$ cat src/rtl/note_seq_pkg.sv
// Shared types and lookup tables for the note sequencer: FSM encoding,
// the rest-note code, envelope and vibrato tables.
package note_seq_pkg;

  typedef enum logic {
    ST_IDLE = 1'b0,
    ST_PLAY = 1'b1
  } seq_state_e;

  localparam logic [5:0] NOTE_RST = 6'd0;

  function automatic logic [8:0] env_lut(input logic [3:0] idx);
    logic [8:0] env;
    case (idx)
      4'd0:    env = 9'd6;
      4'd1:    env = 9'd8;
      4'd2:    env = 9'd12;
      4'd3:    env = 9'd14;
      4'd4:    env = 9'd16;
      4'd5:    env = 9'd18;
      4'd6:    env = 9'd20;
      4'd7:    env = 9'd20;
      4'd8:    env = 9'd20;
      4'd9:    env = 9'd22;
      4'd10:   env = 9'd24;
      4'd11:   env = 9'd24;
      4'd12:   env = 9'd26;
      default: env = 9'd30;
    endcase
    return env;
  endfunction

  // Signed phase offsets around the base pitch, one period per 8 ticks.
  function automatic logic signed [12:0] vib_lut(input logic [2:0] idx);
    logic signed [12:0] vib;
    case (idx)
      3'd0:    vib = 13'sd0;
      3'd1:    vib = -13'sd1819;
      3'd2:    vib = -13'sd2810;
      3'd3:    vib = -13'sd1819;
      3'd4:    vib = 13'sd0;
      3'd5:    vib = 13'sd1950;
      3'd6:    vib = 13'sd2847;
      default: vib = 13'sd1950;
    endcase
    return vib;
  endfunction

endpackage

$ cat src/rtl/note_table.sv
// Note code to DDS phase increment. Code 0 is a rest; codes 1..63 map to
// semitones from C1 upward, derived from the octave-6 increments by shifting.
module note_table (
  input  logic [5:0]  i_note,
  output logic [31:0] o_delta
);

  logic [5:0]  idx;
  logic [2:0]  oct;
  logic [3:0]  semi;
  logic [31:0] top;

  assign idx  = i_note - 6'd1;
  assign oct  = 3'(idx / 6'd12);
  assign semi = 4'(idx % 6'd12);

  // Octave-6 increments for a 50 MHz phase accumulator clock.
  always_comb begin
    top = 32'd0;
    case (semi)
      4'd0:    top = 32'd89894;
      4'd1:    top = 32'd95240;
      4'd2:    top = 32'd100903;
      4'd3:    top = 32'd106903;
      4'd4:    top = 32'd113260;
      4'd5:    top = 32'd119994;
      4'd6:    top = 32'd127128;
      4'd7:    top = 32'd134688;
      4'd8:    top = 32'd142698;
      4'd9:    top = 32'd151183;
      4'd10:   top = 32'd160173;
      4'd11:   top = 32'd169697;
      default: top = 32'd0;
    endcase
  end

  assign o_delta = (i_note == 6'd0) ? 32'd0 : (top >> (3'd5 - oct));

endmodule

$ cat src/rtl/note_sequencer.sv
// Programmable (note, length) step sequencer driving one PWM/DDS channel.
// Define NOTE_SEQ_VIBRATO_EN to add a per-tick vibrato offset to the phase delta.
module note_sequencer
  import note_seq_pkg::*;
#(
  parameter int SEQ_DEPTH = 16,
  parameter int ADDR_W    = $clog2(SEQ_DEPTH),
  parameter int LEN_W     = 5
) (
  input  logic              i_clk,
  input  logic              i_rst_n,
  input  logic              i_tick_stb,
  input  logic              i_note_stb,
  input  logic              i_start,
  input  logic              i_stop,
  input  logic              i_loop,
  input  logic [ADDR_W-1:0] i_last_step,
  input  logic              i_wr_en,
  input  logic [ADDR_W-1:0] i_wr_addr,
  input  logic [5:0]        i_wr_note,
  input  logic [LEN_W-1:0]  i_wr_len,
  output logic [7:0]        o_top,
  output logic              o_top_valid,
  output logic [31:0]       o_phase_delta,
  output logic [8:0]        o_envelope,
  output logic [ADDR_W-1:0] o_step,
  output logic              o_playing,
  output logic              o_new_note,
  output logic              o_done
);

  logic [5:0]       note_mem [SEQ_DEPTH];
  logic [LEN_W-1:0] len_mem  [SEQ_DEPTH];

  seq_state_e        state_q;
  logic [ADDR_W-1:0] step_q;
  logic [LEN_W-1:0]  cnt_q;
  logic [3:0]        env_idx_q;
  logic              new_note_q;
  logic              done_q;

  logic [5:0]       cur_note;
  logic [LEN_W-1:0] cur_len;
  logic [31:0]      base_delta;
  logic             note_end;
  logic             at_last;
  logic             restart_note;
  logic             sounding;

  always_ff @(posedge i_clk) begin
    if (i_wr_en) begin
      note_mem[i_wr_addr] <= i_wr_note;
      len_mem[i_wr_addr]  <= i_wr_len;
    end
  end

  assign cur_note = note_mem[step_q];
  assign cur_len  = len_mem[step_q];
  assign note_end = i_note_stb && (cnt_q == cur_len);
  assign at_last  = (step_q >= i_last_step);

  // Any event that begins a fresh note: start/restart or a note end that keeps playing.
  always_comb begin
    restart_note = 1'b0;
    if (state_q == ST_IDLE) begin
      restart_note = i_start;
    end else if (!i_stop) begin
      restart_note = i_start || (note_end && (!at_last || i_loop));
    end
  end

  always_ff @(posedge i_clk or negedge i_rst_n) begin
    if (!i_rst_n) begin
      state_q    <= ST_IDLE;
      step_q     <= '0;
      cnt_q      <= '0;
      env_idx_q  <= '0;
      new_note_q <= 1'b0;
      done_q     <= 1'b0;
    end else begin
      new_note_q <= 1'b0;
      done_q     <= 1'b0;
      case (state_q)
        ST_IDLE: begin
          if (i_start) begin
            state_q    <= ST_PLAY;
            step_q     <= '0;
            cnt_q      <= '0;
            env_idx_q  <= '0;
            new_note_q <= 1'b1;
          end
        end
        ST_PLAY: begin
          if (i_stop) begin
            state_q <= ST_IDLE;
          end else if (i_start) begin
            step_q     <= '0;
            cnt_q      <= '0;
            env_idx_q  <= '0;
            new_note_q <= 1'b1;
          end else begin
            if (i_tick_stb && (env_idx_q != 4'd15)) begin
              env_idx_q <= env_idx_q + 4'd1;
            end
            if (note_end) begin
              cnt_q <= '0;
              if (at_last && !i_loop) begin
                state_q <= ST_IDLE;
                done_q  <= 1'b1;
              end else begin
                step_q     <= at_last ? '0 : step_q + ADDR_W'(1);
                env_idx_q  <= '0;
                new_note_q <= 1'b1;
              end
            end else if (i_note_stb) begin
              cnt_q <= cnt_q + LEN_W'(1);
            end
          end
        end
        default: state_q <= ST_IDLE;
      endcase
    end
  end

  note_table u_note_table (
    .i_note  (cur_note),
    .o_delta (base_delta)
  );

  assign sounding = (state_q == ST_PLAY) && (cur_note != NOTE_RST);

`ifdef NOTE_SEQ_VIBRATO_EN
  logic [2:0]         vib_idx_q;
  logic signed [31:0] vib_ext;

  always_ff @(posedge i_clk or negedge i_rst_n) begin
    if (!i_rst_n) begin
      vib_idx_q <= '0;
    end else if (restart_note) begin
      vib_idx_q <= '0;
    end else if ((state_q == ST_PLAY) && i_tick_stb) begin
      vib_idx_q <= vib_idx_q + 3'd1;
    end
  end

  assign vib_ext       = 32'(vib_lut(vib_idx_q));
  assign o_phase_delta = sounding ? (base_delta + $unsigned(vib_ext)) : 32'd0;
`else
  assign o_phase_delta = sounding ? base_delta : 32'd0;
`endif

  assign o_envelope  = sounding ? env_lut(env_idx_q) : 9'd0;
  assign o_top       = 8'hff;
  assign o_playing   = (state_q == ST_PLAY);
  assign o_top_valid = o_playing;
  assign o_step      = step_q;
  assign o_new_note  = new_note_q;
  assign o_done      = done_q;

endmodule

$ cat config.mk
export PLATFORM = sky130hd
export DESIGN_NAME = note_sequencer
export DESIGN_NICKNAME = d
export VERILOG_FILES = /design/src/rtl/note_seq_pkg.sv /design/src/rtl/note_table.sv /design/src/rtl/note_sequencer.sv
export SDC_FILE = /design/constraint.sdc
export NUM_CORES = 1
export LEC_CHECK = 0
export ABC_AREA = 1
export ABC_CLOCK_PERIOD_IN_PS = 11100
export CAP_MARGIN = 10
export CORE_MARGIN = 4
export CORE_UTILIZATION = 40
export DETAILED_ROUTE_END_ITERATION = 10
export GPL_TIMING_DRIVEN = 1
export MAX_ROUTING_LAYER = met4
export SLEW_MARGIN = 30
export SYNTH_ARGS = -nofsm -noshare
export SYNTH_HDL_FRONTEND = slang
export SYNTH_SLANG_ARGS = --single-unit
export TNS_END_PERCENT = 5
$ cat constraint.sdc
create_clock -name i_clk -period 11.1 [get_ports i_clk]
set_clock_uncertainty 0.05 [all_clocks]
set_input_delay 2.775 -clock i_clk [delete_from_list [all_inputs] [get_ports i_clk]]
set_output_delay 2.775 -clock i_clk [all_outputs]
set_load 0.02 [all_outputs]
Yosys cells after proc, flatten, opt, wreduce, memory -nomap -nowiden
Memory sizes are Yosys's and may differ from the RTL's.
Index checks and enable logic that the tools add are counted.
- memories kept: 4
- ROM bits: 352
- input bits: 27
- RAM bits: 176
- register bits: 16
- memories (memory ; words ; bits a word ; read ports ; clocked after memory_dff ; write ports ; line ; text):
    (name not given) ; 16 ; 18 ; 1 ; 0 ; 0 ; note_table.sv:20 ; case (semi)
    note_mem ; 16 ; 6 ; 1 ; 0 ; 1 ; note_sequencer.sv:32 ; logic [5:0] note_mem [SEQ_DEPTH];
    len_mem ; 16 ; 5 ; 1 ; 0 ; 1 ; note_sequencer.sv:33 ; logic [LEN_W-1:0] len_mem [SEQ_DEPTH];
    (name not given) ; 16 ; 4 ; 1 ; 0 ; 0 ; note_seq_pkg.sv:14 ; case (idx)
- order comparisons: 1
- reductions and logical operators: 10
- eq/ne operators: 7
- muxes and demuxes: 39
- div/mod/pow operators: 2
- bitwise operators: 1
- add/subtract/negate cells: 5
- shift operators: 1
- operator list (operator ; number):
    32-bit 2-to-1 mux ; 2
    4-bit 2-to-1 mux ; 11
    32-bit by 3-bit right shift with 32-bit output ; 1
    5-bit 2-to-1 mux ; 5
    4-bit one-hot mux with 2 select lines ; 2
    1-bit 2-to-1 mux ; 15
    5-bit one-hot mux with 2 select lines ; 1
    9-bit 2-to-1 mux ; 1
    4-bit by 1-bit adder with 4-bit output (second input constant) ; 2
    6-bit by 4-bit divider with 6-bit output (second input constant) ; 1
    6-bit logical NOT ; 1
    6-bit by 4-bit remainder unit with 6-bit output (second input constant) ; 1
    6-bit nonzero test ; 1
    6-bit by 1-bit subtractor with 6-bit output (second input constant) ; 1
    5-bit by 1-bit adder with 5-bit output (second input constant) ; 1
    5-bit == test ; 1
    4-bit >= comparator ; 1
    1-bit logical AND ; 4
    2-bit != test (second input constant) ; 2
    4-bit by 3-bit != test with 1-bit output (second input constant) ; 1
    4-bit != test (second input constant) ; 1
    1-bit one-hot mux with 2 select lines ; 2
    4-bit AND reduction ; 1
    3-bit by 2-bit != test with 1-bit output (second input constant) ; 1
    6 further kinds ; 6

Depth between registers and ports, before layout
- word-level depth: 8
- mapped depth: 29
- mapped depth without buffers: 27

Modules after synthesis
A second synthesis with hierarchy kept.
- cells, all modules: 1091
- area total of the unflattened synthesis: 10236.1 µm²
- modules (own cells, without submodules) (module ; instances ; cells an instance ; area each (µm²) ; sequential area each (µm²)):
    note_sequencer ; 1 ; 823 ; 8755.9 ; 5685.5
    note_table ; 1 ; 268 ; 1480.2 ; 0.0

Worst setup path after synthesis
Ideal clock, no wire load.
- kind: reg2out
- start: register step_q[0], in the netlist o_step[0]
- end: output port o_phase_delta[4]
- arrival time: 3150 ps
- stages on the path, launching flop included: 24
- slack: 5125 ps
- data required time: 8275 ps
- cell sequence: dfrtp_1 -> buf_6 -> buf_4 -> o211ai_1 -> nand3_1 -> nand3_1 -> nand2_2 -> inv_2 -> ha_1 -> nand3_1 -> nand2_1 -> nand3_2 -> o21ai_1 -> o21bai_4 -> nand2_2 -> buf_6 -> nand2_1 -> nand2_1 -> nand2_1 -> nand2_1 -> nand2_1 -> nand2_1 -> nand2_1 -> o21ai_1
- cells in the longest elaborated chain, start to end: 7
- RTL lines (what ; line ; text):
    start, declared ; note_sequencer.sv:36 ; logic [ADDR_W-1:0] step_q;
    start signal, assigned ; note_sequencer.sv:111 ; step_q <= at_last ? '0 : step_q + ADDR_W'(1);
    memory 16 x 6 bit (*) ; - ;
    6-bit by 1-bit subtractor with 6-bit output ; note_table.sv:13 ; assign idx = i_note - 6'd1;
    6-bit by 4-bit remainder unit with 6-bit output or 6-bit by 4-bit divider with 6-bit output (tied branches) ; note_table.sv:15, note_table.sv:14 ;
    memory 16 x 18 bit or 3-bit subtractor (tied branches) ; - ;
    32-bit by 3-bit right shift with 32-bit output ; note_table.sv:37 ; assign o_delta = (i_note == 6'd0) ? 32'd0 : (top >> (3'd5 - oct));
    32-bit 2-to-1 mux ; note_table.sv:37 ;
    32-bit 2-to-1 mux (*) ; note_sequencer.sv:149 ; assign o_phase_delta = sounding ? base_delta : 32'd0;
    end, declared ; note_sequencer.sv:24 ; output logic [31:0] o_phase_delta,
Mark *: on every way between the ends. The rest lies on a longest branch, timed or not.

Worst setup path after layout
- start: register step_q[1], in the netlist o_step[1]
- end: output port o_phase_delta[7]
The elaborated chain is that of the path after synthesis.

==> metrics.cfg <==
[yosys]
synthFlopType = edfxtp_1
synthTopCellsByArea = edfxtp_1, nand2_1, nand3_1, dfrtp_1, nor2_1
yosysTopAreaCell = edfxtp_1
synth_edf_count = 176
synth_top_area_frac = 0.541
ys_top_cells_by_count = nand2_1, edfxtp_1, nand3_1, nor2_1, inv_1
synth_cell_types = 42
avgSynthCellArea_sq_um = 9.65
ys_ff_latch = 192
yosysMostFrequentCell = nand2_1
synthCells = 1013
yosysWarnings = 0
synth_area_sq_um = 9770
ys_async_sr_fraction = 0.0833
seq_area_frac_synth = 0.582

[die]
io_pins = 84
start_util = 0.412
die_w_um = 164
die_y_um = 164
die-area_sq_um = 27000
core_sq_um = 23800
rows = 56

[timing]
timing.slew.headroom = 0.402
tns_ps = 0
grt_setup_unrepaired = false
max_slew.worst_pin.slew_ps = 896
max_freq_mhz = 116
whs_ps = 538
slew_violations = 0
hold_viol = 0
setup_ws_ps = 2470
setup_violations = 0
fin_crit_sh = 0.777
period_minus_slack_ps = 8630

[critical_path]
cp.arrival_ps = 5800
crit_required_ps = 8280
reg2reg_depth = 15
crit_start = o_step[1]
crit_fanout = 52
r2r_slack_ps = 7150
end_kind = primary output
rr_startpoint = o_step[1]
startpoint_type = flop
criticalPathCategory = reg -> out

[detailed_routing]
finalWirelength_mm = 23.5
vias = 7153
ant_nets = 0
dr.pass1.iters = 5
wl_per_cell_um = 16.9
drt_iter0_drc = 583
avgViaCountPerCell = 5.14
drc = 0

[finish]
layout-drive-gt1-share = 0.0933
final.fill_count = 2201
fin_util = 0.467
area_delta_synth_final_pct = 13.6
final_nets = 1103

[cts]
numCtsBuffers = 17
post_cts_resized = 0
clock_latency_ps = 430
clk_pin_slew_ps = 70
cts_setup_buffers = 0
holdBufCountCts = 0
cts-root-buf = clkbuf_16
clockBufferDepth = 2
htreeDepth = 4
clock_sinks = 192
cts_tree = done

[power]
p_leak_uw = 0.00441
p_total_uw = 2840
p_per_area_nw_per_um2 = 256
seq_power_share = 0.288
peakVddDrop_uv = 177
power.net_switching_uw = 1250
p_comb_frac = 0.503
p_clk_frac = 0.209
swShare = 0.440
p_int_uw = 1590

[run_status]
status = finished, final reports clean

[min_path]
hold_start = cnt_q[0]
min_delay_path_depth = 1
hp-class = reg -> reg

[grt]
overflow = 0
grt_pass1_wl_mm = 36.6
grt_max_degree = 87
antenna_found_initial = 1
grt.total_usage = 0.182
grt_pass1_vias = 6583

[run]
cap_violations = 0

[placed_design]
hpwl_mm = 15.3
dp_slack_ps = 3170
gp_congestion = 0.920
port_buffers = 55

[flip-flops by register name (all words and copies together) (netlist names)]
| register | count |
|---|---|
| env_idx_q | 4 |
| o_playing | 1 |
| o_done | 1 |
| note_mem | 96 |
| len_mem | 80 |
| o_step | 4 |
| o_new_note | 1 |
| cnt_q | 5 |
[power groups by stage]
stage / Clock (uW) / Combinational (uW) / Sequential [uW]
3_3_place_gp: 0 / 1440 / 835
5_1_grt: 632 / 1600 / 821
6_report: 593 / 1430 / 819
4_1_cts: 604 / 1420 / 819
3_5_place_dp: 0 / 1420 / 835
2_1_floorplan: 0 / 1060 / 837
[logic make-up after synthesis]
| family | count (synthesis) | share of synthesized area |
|---|---|---|
| AO/OA/AOI/OAI | 117 | 0.0722 |
| XOR/XNOR | 11 | 0.00986 |
| adder cells (fa/ha/maj) | 16 | 0.0205 |
| buffers and inverters | 163 | 0.0850 |
| flip-flops | 192 | 0.582 |
| multiplexers | 1 | 0.00102 |
| other | 2 | 0.000768 |
| AND/OR/NAND/NOR | 511 | 0.229 |
[final cells by class]
cell class,count,area (sq um),area share
Antenna cell,1,2.50,0.000225
Timing Repair Buffer,76,708,0.0638
Sequential cell,192,5690,0.512
Tap cell,319,399,0.0359
Clock buffer,17,425,0.0383
Inverter,89,340,0.0306
Multi-Input combinational cell,684,3400,0.306
Clock inverter,14,144,0.0130
[worst max-delay path, cell delays in order, from the launching register on]
cell	delay, ps
dfrtp_1	320
buf_4	460
clkinv_2	790
o211ai_1	340
nand3_1	110
nand3_1	120
nand2_2	110
inv_2	160
ha_1	260
nand3_1	100
nand2_1	160
nand2_1	70
nand2_1	130
nand3_1	90
nand3_1	110
nand2_1	410
nand2_1	210
nand3_1	130
nand2_1	150
nand2_1	80
nand2_1	70
nand3_1	90
nand2_1	120
nand2_1	60
nand2_1	100
clkdlybuf4s50_1	600
[per-layer routing]
layer	up-vias	routed length [um]	share of wire	GRT usage
met3	32	1530	0.065	0.0269
met2	243	11000	0.47	0.279
met4	0	462	0.020	0.0549
li1	3512	-	-	-
met5	-	0	0	-
met1	3366	10600	0.45	0.252
[path summary, 6_finish.rpt]
kind,to
min in group asynchronous,o_done
worst min-delay path,cnt_q[0]
worst max-delay path,o_phase_delta[7]
worst max register to register,o_step[2]
worst min register to register,cnt_q[0]
max in group asynchronous,o_step[0]
[through the flow]
| step | cell area (sq um) | cells |
|---|---|---|
| floorplan | 9870 | 1039 |
| global placement | 10500 | 1360 |
| detailed placement | 10500 | 1360 |
| CTS | 11100 | 1391 |
| global route | 11100 | 1392 |
| finish | 11100 | 1392 |
[cell usage in the layout, fill, tap and decap left out, types with 12 or more instances in the layout]
| cell | instances |
|---|---|
| buf_4 | 21 |
| clkbuf_16 | 17 |
| clkdlybuf4s50_1 | 55 |
| conb_1 | 28 |
| dfrtp_1 | 15 |
| edfxtp_1 | 176 |
| ha_1 | 16 |
| inv_1 | 78 |
| nand2_1 | 221 |
| nand2_2 | 14 |
| nand3_1 | 146 |
| nor2_1 | 93 |
| o211ai_1 | 12 |
| o21ai_0 | 57 |
| o21ai_1 | 13 |
| o221ai_1 | 12 |
No activity file was read; power rests on OpenSTA's default activity.
